## src/rtl/pool2x2_ctrl.sv

```systemverilog
// pool2x2_ctrl: 2x2 stride-2 max/average pooling sequencer for one raster-order pixel channel
module pool2x2_ctrl #(
  parameter int dataWidth = 16,
  parameter int ptype = 1,
  parameter int imgW = 8,
  parameter int imgH = 8
) (
  input  logic                 clk,
  input  logic                 rst,
  input  logic                 start,
  input  logic [dataWidth-1:0] in_data,
  input  logic                 in_valid,
  output logic                 in_ready,
  output logic [dataWidth-1:0] out_data,
  output logic                 out_valid,
  input  logic                 out_ready,
  output logic                 busy,
  output logic                 done
);
  localparam int ColW = $clog2(imgW);
  localparam int RowW = $clog2(imgH);
  localparam int IdxW = (imgW > 2) ? $clog2(imgW / 2) : 1;
  localparam int SumW = dataWidth + 2;
  typedef enum logic [1:0] {IDLE, RUN, DRAIN} state_t;
  state_t r_state;
  logic [ColW-1:0] r_col;
  logic [RowW-1:0] r_row;
  logic [dataWidth-1:0] r_pair;
  logic [SumW-1:0] r_lb [imgW/2];
  logic w_acc, w_last_col, w_last_row;
  logic [IdxW-1:0] w_idx;
  logic [SumW-1:0] w_a, w_b, w_h, w_lb, w_r;
  logic [dataWidth-1:0] w_res;
  assign in_ready = (r_state == RUN) && (!out_valid || out_ready);
  assign busy = r_state != IDLE;
  assign w_acc = in_valid && in_ready;
  assign w_last_col = r_col == ColW'(imgW - 1);
  assign w_last_row = r_row == RowW'(imgH - 1);
  assign w_idx = IdxW'(r_col >> 1);
  assign w_a = {2'b00, r_pair};
  assign w_b = {2'b00, in_data};
  assign w_h = (ptype != 0) ? ((w_a > w_b) ? w_a : w_b) : w_a + w_b;
  assign w_lb = r_lb[w_idx];
  assign w_r = (ptype != 0) ? ((w_lb > w_h) ? w_lb : w_h) : w_lb + w_h;
  assign w_res = (ptype != 0) ? w_r[dataWidth-1:0] : w_r[SumW-1:2];
  always_ff @(posedge clk)
    if (w_acc && r_col[0] && !r_row[0]) r_lb[w_idx] <= w_h;
  always_ff @(posedge clk)
    if (rst) begin
      r_state <= IDLE;
      r_col <= '0;
      r_row <= '0;
      r_pair <= '0;
      out_valid <= 1'b0;
      out_data <= '0;
      done <= 1'b0;
    end else begin
      done <= 1'b0;
      if (out_ready) out_valid <= 1'b0;
      if (w_acc) begin
        r_col <= w_last_col ? '0 : r_col + 1'b1;
        if (w_last_col) r_row <= r_row + 1'b1;
        if (!r_col[0]) r_pair <= in_data;
        else if (r_row[0]) begin
          out_valid <= 1'b1;
          out_data <= w_res;
        end
        if (w_last_col && w_last_row) r_state <= DRAIN;
      end
      if (r_state == IDLE && start) begin
        r_state <= RUN;
        r_col <= '0;
        r_row <= '0;
      end
      if (r_state == DRAIN && (!out_valid || out_ready)) begin
        done <= 1'b1;
        r_state <= IDLE;
      end
    end
endmodule

```

## config.mk

```make
export PLATFORM = sky130hd
export DESIGN_NAME = pool2x2_ctrl
export DESIGN_NICKNAME = d
export VERILOG_FILES = /design/src/rtl/pool2x2_ctrl.sv
export SDC_FILE = /design/constraint.sdc
export NUM_CORES = 1
export LEC_CHECK = 0
export BUFFER_PORTS_ARGS = -buffer_cell sky130_fd_sc_hd__buf_2
export CAP_MARGIN = 30
export CORE_ASPECT_RATIO = 2
export CORE_MARGIN = 4
export CORE_UTILIZATION = 35
export CTS_BUF_LIST = sky130_fd_sc_hd__clkbuf_8 sky130_fd_sc_hd__clkbuf_16
export CTS_CLUSTER_DIAMETER = 60
export DETAILED_ROUTE_END_ITERATION = 10
export GPL_ROUTABILITY_DRIVEN = 1
export REMOVE_ABC_BUFFERS = 1
export SLEW_MARGIN = 10
export SYNTH_ARGS = -nofsm -noshare
export SYNTH_HDL_FRONTEND = slang
export SYNTH_SLANG_ARGS = --single-unit
```

## constraint.sdc

```tcl
create_clock -name clk -period 10.4 [get_ports clk]
set_input_delay 1.04 -clock clk [delete_from_list [all_inputs] [get_ports clk]]
set_output_delay 1.04 -clock clk [all_outputs]
set_load 0.02 [all_outputs]
```

==> metrics.md, run 1 <==
| Metric | Value |
|---|---|
| First-pass GRT wire length | roughly 23,000 µm |
| First-pass DRT Iterations | 4 |
| Arr. time, crit path | between 6000 and 7000 ps |
| Initial core utilization | 0.360 |
| Port bufs | 40 |
| F_max | 171 MHz |
| Max-Cap Viols | 0 |
| Hold Path Depth | 2 |
| DRT antenna net count | 0 |
| Syn Area/Cell | roughly 11 µm² |
| Area contributors post-synth | edfxtp_1 (34%), dfxtp_1 (15%), ha_1 (7.9%), mux4_2 (5.9%), nor3_1 (4.0%) |
| Post-cts hold buffer count | 0 |
| Final Cycle Share | 0.564 |
| Crit path top cell by count | ha_1 |
| Post-synth top area share | 0.337 |
| Most common cell after layout, fill and taps aside | edfxtp_1 |
| Worst slew pin tran | between 900 and 1000 ps |
| Vias in the first global route | 4,379 |
| Outcome | finished, final reports clean |
| P_leak | roughly 0.0024 µW |
| Max H-tree Level | 3 |
| Remaining DRCs | 0 |
| Full die area | about 0.019 mm² |
| PnR worst setup slack | approximately 4500 ps |
| Wire length per cell | 18.5 µm |
| Skew-Pair Late Insertion Delay | about 360 ps |
| Unrepaired setup endpoints after global routing | false |
| Iter 0 DRT Violations | 163 |
| Worst setup SP type | primary input |
| Crit end category | register |
| R2R cell count | 14 |
| Post-synth EDFFs | 64 |
| VDD IR max | 69.0 µV |
| ANT cells | 0 |
| Asr flop ratio synth | 0 |
| Routability cong. | 0.886 |
| Slew Viols, Final | 0 |
| Critical Path Fanout Max | 31 |
| GR Util All Layers | 0.157 |
| Worst setup path start | in_data[15] |
| Syn. warnings | 0 |
| Endpoints failing setup | 0 |
| Clk sinks | around 110 |
| Longest Clk Path Bufs | 2 |
| Slew HR | 0.373 |
| Final hold violations | 0 |
| Initial antenna violation count | 0 |
| Synth Register Bits | between 100 and 150 |
| Worst stage delay on the critical path | approximately 970 ps |
| DP Wirelength | ~11,000 µm |
| WL final | between 10,000 and 15,000 µm |
| Hold crit path type | reg2reg |
| Post-Layout Cell Count | about 760 |
| Cell taking the most area after synthesis | edfxtp_1 |
| Number of top-level pins | slightly above 40 |
| Post-CTS sizing | 0 |
| Share of cells above drive strength 1 | 0.166 |
| Placement Setup Slack | roughly 4200 ps |
| Layout area overhead | 12.1% |
| PD cells | ~140 mW/mm² |
| Dpl cells | between 700 and 800 |
| CTS buffer count | 9 |
| Leading cell types in the layout, fill and taps excluded | edfxtp_1 (64), inv_1 (48), nor3_1 (46) |
| Sum Neg Setup Slack | 0 ps |
| Std cell rows | between 60 and 70 |
| Post-CTS Setup Inserts | 0 |
| R2r setup slk | 5050 ps |
| CORE AREA | around 0.016 mm² |
| Fillers | between 1,500 and 2,000 |
| Die span in x | between 90 and 100 µm |
| Hold Path Origin | r_row[1] |
| Synthesized area | 0.00570 mm² |
| WHS | between 400 and 500 ps |
| Critical path class | in2reg |
| Root Buffer | clkbuf_16 |
| Total gr overflow | 0 |
| Slowest-stage cell, CP | or4_1 |
| Largest net degree at the start of global routing | 36 |
| Die height | 189 µm |
| Synth Flop Type | edfxtp_1 |
| Worst path required time | between 10,000 and 15,000 ps |
| Yosys cell types | slightly below 50 |
| Worst path cell trace | buf_2 > inv_1 > ha_1 > nand4_2 > or4_1 > o21ai_0 > a31oi_1 > nor3_1 > ha_1 > o2111a_1 > a221oi_1 > mux2i_1 > buf_4 > o21a_1 > o41ai_1 > a211oi_1 |
| TritonCTS clock tree | built |
| Min Clock Period, post-route | ~5900 ps |
| DR vias | 4,181 |
| Final net count | ~610 |
| Sequential fraction of the synthesis area | 0.491 |
| Post-Syn Instances | 530 |
| Final setup skew | between 10 and 15 ps |
| DR vias/cell | approximately 5.5 |
| Clk pin slew, worst setup/hold paths | about 80 ps |
| RR Startpoint | r_pair[15] |
-- critical path, delay by kind of cell --
family | cells | cell delay [ps]
AOI/OAI and AO/OA | 7 | 2050
and+or+nand+nor | 3 | 1610
buffers and inverters | 3 | 430
muxes | 1 | 280
adders and majority gates | 2 | 670
-- sequential cells by signal, summed over array words and instances, names as in the netlist, named ones only --
register / count
r_pair: 16
out_data: 16
r_lb: 64
r_state: 2
done: 1
r_row: 3
out_valid: 1
r_col: 3
-- final timing paths --
| kind | end |
|---|---|
| worst max-delay path | out_data[13] |
| worst min-delay path | r_row[1] |
| worst max register to register | out_data[13] |
| worst min register to register | r_row[1] |
-- report_power, final --
part	leakage (µW)	switching (µW)	total [µW]	internal, µW
Clock	0.000147	171	340	169
Sequential	0.000932	3.20	460	457
Combinational	0.00132	56.7	88.6	31.9
-- per-stage QoR --
| stage | power, µW | util | cell area (µm²) |
|---|---|---|---|
| floorplan | 528 | - | 5540 |
| global placement | 555 | 0.383 | 6070 |
| detailed placement | 559 | 0.385 | 6100 |
| CTS | 898 | 0.403 | 6390 |
| global route | 926 | 0.403 | 6390 |
| finish | 889 | 0.403 | 6390 |
-- kinds of logic after synthesis --
kind of cell             count (synthesis)  share of synthesized area
AND/OR/NAND/NOR                        139                      0.118
adder cells (fa/ha/maj)                 36                     0.0790
flip-flops                             108                      0.491
AO/OA/AOI/OAI                          125                      0.154
multiplexers                            35                     0.0948
buffers and inverters                   86                     0.0612
XOR/XNOR                                 1                    0.00154
-- cells in the mapped netlist (2+ instances only) --
master,count
a211oi_1,15
a21o_1,3
a21oi_1,14
a31oi_1,17
and3_1,2
buf_2,6
buf_6,2
clkbuf_1,27
dfxtp_1,44
edfxtp_1,64
ha_1,36
inv_1,48
inv_2,2
mux2i_1,18
mux4_2,15
nand2_1,19
nand3_1,7
nand4_1,4
nor2_1,44
nor2b_1,2
nor3_1,46
nor4_1,2
nor4b_1,2
o211ai_1,30
o21a_1,2
o21ai_0,18
o41ai_1,15
or3_1,4
or4_1,2
-- cell type report --
class,instances,area (µm²),area share
flip-flops and latches,108,2800,0.438
inverters,50,188,0.0294
clock buffers,9,225,0.0352
repair buffers,51,290,0.0454
well taps,201,251,0.0393
multi-input cells,336,2570,0.402
clock inverters,7,66.3,0.0104
-- per-layer routing --
metal  part of all wire  global-route usage  vias up  routed length, µm
li1                   -                   -     2059                  -
met1               0.36               0.152     1988               5000
met2               0.57               0.301       99               7960
met3              0.035              0.0296       35                488
met4              0.044              0.0889        0                620
met5                  0                   0        -                  0
No activity file was read; power rests on OpenSTA's default activity.
==> inputs of run 2 (changes only) <==
- clock period: 10.4 -> 6 ns (I/O delays scaled with it)
==> metrics.md, run 2 (synthesis results as in run 1) <==
| Metric | Value |
|---|---|
| Outcome | finished, final reports clean (unchanged) |
| VDD IR max | 127 µV (was 69.0 µV) |
| Fillers | 1,509 (was 1,519) |
| CTS buffer count | 9 (unchanged) |
| Min Clock Period, post-route | 5090 ps |
| Crit end category | register (unchanged) |
| F_max | between 150 and 200 MHz |
| First-pass DRT Iterations | 5 (was 4) |
| Slew HR | 0.376 (was 0.373) |
| PnR worst setup slack | 910 ps (was 4540 ps) |
| Top Registers | r_lb: 64 flops, out_data: 16 flops, r_pair: 16 flops (unchanged) |
| Vias in the first global route | 4,382 (was 4,379) |
| Post-CTS Setup Inserts | 0 (unchanged) |
| Critical path class | in2reg (unchanged) |
| Post-CTS sizing | 0 (unchanged) |
| Max H-tree Level | 3 (unchanged) |
| Initial antenna violation count | 0 (unchanged) |
| Leading cell types in the layout, fill and taps excluded | edfxtp_1 (64), inv_1 (48), nor3_1 (46) (unchanged) |
| Unrepaired setup endpoints after global routing | false (unchanged) |
| Critical Path Fanout Max | 31 (unchanged) |
| Skew-Pair Late Insertion Delay | 360 ps (about the same) |
| Layout area overhead | 13.8% (was 12.1%) |
| Share of cells above drive strength 1 | 0.179 (was 0.166) |
| Wire length per cell | 18.6 µm (was 18.5 µm) |
| Std cell rows | 65 (unchanged) |
| P_leak | 0.00245 µW (was 0.00240 µW) |
| Die height | 189 µm (unchanged) |
| Total gr overflow | 0 (unchanged) |
| GR Util All Layers | 0.158 (was 0.157) |
| Routability cong. | 0.915 (was 0.886) |
| Number of top-level pins | 41 (unchanged) |
| Slew Viols, Final | 0 (unchanged) |
| First-pass GRT wire length | 23,300 µm (was 22,800 µm) |
| Final core occ | 0.409 (was 0.403) |
| Sum Neg Setup Slack | 0 ps (unchanged) |
| Worst path required time | 6210 ps (was 10,610 ps) |
| Final setup skew | 12.6 ps (was 11.6 ps) |
| Endpoints failing setup | 0 (unchanged) |
| Final Cycle Share | 0.848 |
| Area occupied by registers | 0.00280 mm² (unchanged) |
| Max-Cap Viols | 0 (unchanged) |
| Final hold violations | 0 (unchanged) |
| Clk sinks | 108 (unchanged) |
| Placement Setup Slack | 569 ps (was 4180 ps) |
| Remaining DRCs | 0 (unchanged) |
| DP Wirelength | 11,000 µm (was 11,100 µm) |
| DRT antenna net count | 0 (unchanged) |
| Max reg flops | 64 (unchanged) |
| Post-cts hold buffer count | 0 (unchanged) |
| WL final | 14,300 µm (was 14,100 µm) |
| Final net count | 622 (was 613) |
| ANT cells | 0 (unchanged) |
| TritonCTS clock tree | built (unchanged) |
| Longest Clk Path Bufs | 2 (unchanged) |
| PD cells | 241 mW/mm² (was 139 mW/mm²) |
| Die span in x | 98.3 µm (unchanged) |
| Multi-input logic area | 0.00257 mm² (unchanged) |
| DR vias/cell | 5.63 (was 5.49) |
| Port bufs | 40 (unchanged) |
| Iter 0 DRT Violations | 248 (was 163) |
| Root Buffer | clkbuf_16 (unchanged) |
| Full die area | 0.0185 mm² (unchanged) |
| Most common cell after layout, fill and taps aside | edfxtp_1 (unchanged) |
| Arr. time, crit path | 5300 ps (was 6070 ps) |
| Hold crit path type | reg2reg (unchanged) |
| Worst setup SP type | primary input (unchanged) |
| CORE AREA | 0.0159 mm² (unchanged) |
| Largest net degree at the start of global routing | 36 (unchanged) |
| Clk pin slew, worst setup/hold paths | 80 ps (about the same) |
| Worst slew pin tran | 937 ps (was 940 ps) |
| Largest reg by FF count | r_lb (unchanged) |
| Initial core utilization | 0.360 (unchanged) |
| DR vias | 4,337 (was 4,181) |
run 2: where the power goes:
part           total, µW  internal, µW  switching, µW
registers            798           792           5.92
clock network        608           300            308
logic                160          58.9            101
run 2: worst paths after layout:
path                from           to  slack [ps]  cells past startpoint
max          in_data[15]  out_data[7]         910                     16
min             r_row[1]     r_row[1]         470                      2
max reg2reg   r_pair[15]  out_data[7]         970                     14
min reg2reg     r_row[1]     r_row[1]         470                      2
run 2: area by class of cell:
class                   count  share of cell area
repair buffers             60              0.0569
flip-flops and latches    108               0.432
clock buffers               9              0.0347
multi-input cells         336               0.396
clock inverters             7              0.0133
inverters                  50              0.0289
well taps                 201              0.0387
run 2: metrics by stage:
| step | power [µW] | std cells | hold WS, ps | instance area [µm²] |
|---|---|---|---|---|
| after global routing | 1640 | 771 | 505 | 6490 |
| after detailed placement | 973 | 753 | 462 | 6150 |
| after CTS | 1580 | 769 | 474 | 6460 |
| after global placement | 968 | 752 | 448 | 6140 |
| after floorplan | 915 | 494 | 440 | 5540 |
| final | 1570 | 771 | 474 | 6490 |
run 2: routing by layer:
| metal | vias to the layer above | global-route usage | part of all wire |
|---|---|---|---|
| li1 | 2078 | - | - |
| met1 | 2088 | 0.167 | 0.36 |
| met2 | 146 | 0.295 | 0.56 |
| met3 | 25 | 0.0296 | 0.045 |
| met4 | 0 | 0.0779 | 0.036 |
| met5 | - | 0 | 0 |
run 2: critical path, cell delays in order:
cell      delay, ps
buf_2           100
inv_1            50
ha_1            330
nand4_2         180
or4_1           990
o21ai_0         310
a31oi_1          90
nor3_1          410
ha_1            310
o2111a_1        230
a221oi_1        460
o21ai_2         120
o21a_1          310
buf_4           220
o41ai_1         430
a211oi_1        140
==> inputs of run 3 (changes only) <==
- clock period: 6 -> 4.2 ns (I/O delays scaled with it)
==> metrics.md, run 3 (synthesis results as in run 1) <==
| Metric | Value |
|---|---|
| Hold Path Depth | 3 (was 2) |
| Arr. time, crit path | 4310 ps (was 5300 ps) |
| Worst slew pin tran | 823 ps (was 937 ps) |
| Largest reg by FF count | r_lb (unchanged) |
| Layout area overhead | 33.9% (was 13.8%) |
| Worst Hold Path EP | r_state[0] (was r_row[1]) |
| Vias in the first global route | 4,939 (was 4,382) |
| DP Wirelength | 12,000 µm (was 11,000 µm) |
| Min Clock Period, post-route | around 4100 ps |
| WL final | 15,800 µm (was 14,300 µm) |
| R2R cell count | 17 (was 14) |
| Final net count | 722 (was 622) |
| Die height | 189 µm (unchanged) |
| PD cells | 307 mW/mm² (was 241 mW/mm²) |
| Slew HR | 0.452 (was 0.376) |
| F_max | around 240 MHz |
| Critical Path Fanout Max | 13 (was 31) |
| Crit end category | register (unchanged) |
| Longest Clk Path Bufs | 2 (unchanged) |
| VDD IR max | 181 µV (was 127 µV) |
| Initial antenna violation count | 0 (unchanged) |
| Leading cell types in the layout, fill and taps excluded | buf_4 (108), edfxtp_1 (64), inv_1 (48) (was edfxtp_1 (64), inv_1 (48), nor3_1 (46)) |
| P_leak | 0.00305 µW (was 0.00245 µW) |
| Total gr overflow | 0 (unchanged) |
| Critical path class | reg2reg (was in2reg) |
| Share of cells above drive strength 1 | 0.384 (was 0.179) |
| TritonCTS clock tree | built (unchanged) |
| Iter 0 DRT Violations | 175 (was 248) |
| Clk sinks | 108 (unchanged) |
| Top Registers | r_lb: 64 flops, out_data: 16 flops, r_pair: 16 flops (unchanged) |
| WHS | 341 ps (was 474 ps) |
| First-pass DRT Iterations | 5 (unchanged) |
| Number of top-level pins | 41 (unchanged) |
| Final setup skew | 14.0 ps (was 12.6 ps) |
| Root Buffer | clkbuf_16 (unchanged) |
| CTS buffer count | 9 (unchanged) |
| Slew Viols, Final | 0 (unchanged) |
| RR Startpoint | r_pair[5] (was r_pair[15]) |
| First-pass GRT wire length | 24,800 µm (was 23,300 µm) |
| Full die area | 0.0185 mm² (unchanged) |
| Port bufs | 40 (unchanged) |
| Hold Path Origin | start (was r_row[1]) |
| Remaining DRCs | 0 (unchanged) |
| Final hold violations | 0 (unchanged) |
| Initial core utilization | 0.360 (unchanged) |
| Clk pin slew, worst setup/hold paths | 80 ps (about the same) |
| Wire length per cell | 18.1 µm (was 18.6 µm) |
| GR Util All Layers | 0.169 (was 0.158) |
| Post-cts hold buffer count | 0 (unchanged) |
| R2r setup slk | 90 ps (was 970 ps) |
| Most common cell after layout, fill and taps aside | buf_4 (was edfxtp_1) |
| Final core occ | 0.482 (was 0.409) |
| ANT cells | 0 (unchanged) |
| Max H-tree Level | 3 (unchanged) |
| Max reg flops | 64 (unchanged) |
| Routability cong. | 0.881 (was 0.915) |
| Worst setup SP type | register (was primary input) |
| Outcome | finished, final reports clean (unchanged) |
| Reg-to-Reg End | out_data[10] (was out_data[7]) |
| DR vias | 4,689 (was 4,337) |
| Endpoints failing setup | 0 (unchanged) |
| Std cell rows | 65 (unchanged) |
| Final Cycle Share | 0.977 |
| Max-Cap Viols | 0 (unchanged) |
| Sum Neg Setup Slack | 0 ps (unchanged) |
| CORE AREA | 0.0159 mm² (unchanged) |
| DR vias/cell | 5.38 (was 5.63) |
| Worst path required time | 4410 ps (was 6210 ps) |
| Die span in x | 98.3 µm (unchanged) |
| Largest net degree at the start of global routing | 36 (unchanged) |
| DRT antenna net count | 0 (unchanged) |
| Hold crit path type | in2reg (was reg2reg) |
| Skew-Pair Late Insertion Delay | 370 ps (was 360 ps) |
==> run 3: cell types whose count changed in the layout (fill, tap and decap cells not counted), moves of 7 or more <==
cell,previous run,this run
o41ai_1,15,7
buf_4,17,108
nor3_2,0,24
o41ai_2,0,8
nor3_1,46,22
a31oi_1,17,10
==> run 3: power by group <==
part	switching, µW	internal [µW]	total [µW]
clock network	434	423	857
registers	8.12	1130	1140
logic	180	165	345
==> run 3: worst max-delay path by stage <==
stage	startpoint	end	slack (ps)	depth (start not counted)
after CTS	r_pair[14]	out_data[13]	10	17
after global placement	in_data[15]	out_data[10]	-590	18
after global routing	r_pair[5]	out_data[10]	-30	18
after detailed placement	in_data[15]	out_data[10]	-640	18
final	r_pair[5]	out_data[10]	90	17
after floorplan	in_data[13]	out_data[0]	-610	15
==> run 3: what timing repair did <==
| action | 4_1_cts | 5_1_grt |
|---|---|---|
| pin swaps | 2 | 15 |
| setup endpoints to repair | 16 | 16 |
| gates resized for setup | 10 | 60 |
| cloned | 0 | 1 |
| setup buffers | 0 | 5 |
==> run 3: area by class of cell <==
cell class,count,area (µm²)
fillers,1435,8220
repair buffers,160,1210
well taps,201,251
clock inverters,7,72.6
clock buffers,9,225
multi-input cells,336,2890
flip-flops and latches,108,2810
inverters,50,188
==> run 3: layer usage <==
layer  track usage  vias to the layer above  wire (µm)
li1              -                     2287          -
met1         0.168                     2272       5690
met2         0.333                       90       9050
met3        0.0230                       40        387
met4        0.0857                        0        636
met5             0                        -          0
==> run 3: through the flow <==
| step | total power, µW | setup slack, ps | cells | instance area, µm² |
|---|---|---|---|---|
| after CTS | 2330 | 14.4 | 865 | 7280 |
| after detailed placement | 1460 | -640 | 849 | 6930 |
| after floorplan | 1310 | -611 | 494 | 5540 |
| after global placement | 1460 | -594 | 849 | 6930 |
| after global routing | 2440 | -33.5 | 871 | 7640 |
| final | 2340 | 94.7 | 871 | 7640 |
==> run 3: worst max-delay path, cell delays in order (launching register included) <==
cell      delay, ps
dfxtp_1         340
ha_1            300
nand4_1         210
or4_4           470
buf_6           170
o21ai_1         240
a31oi_4          60
nor3_2          200
buf_4           140
ha_1            260
o2111a_1        150
a221oi_2        300
buf_4           180
o21ai_2          70
o21a_4          260
o41ai_2         350
buf_4           180
a211oi_1         60
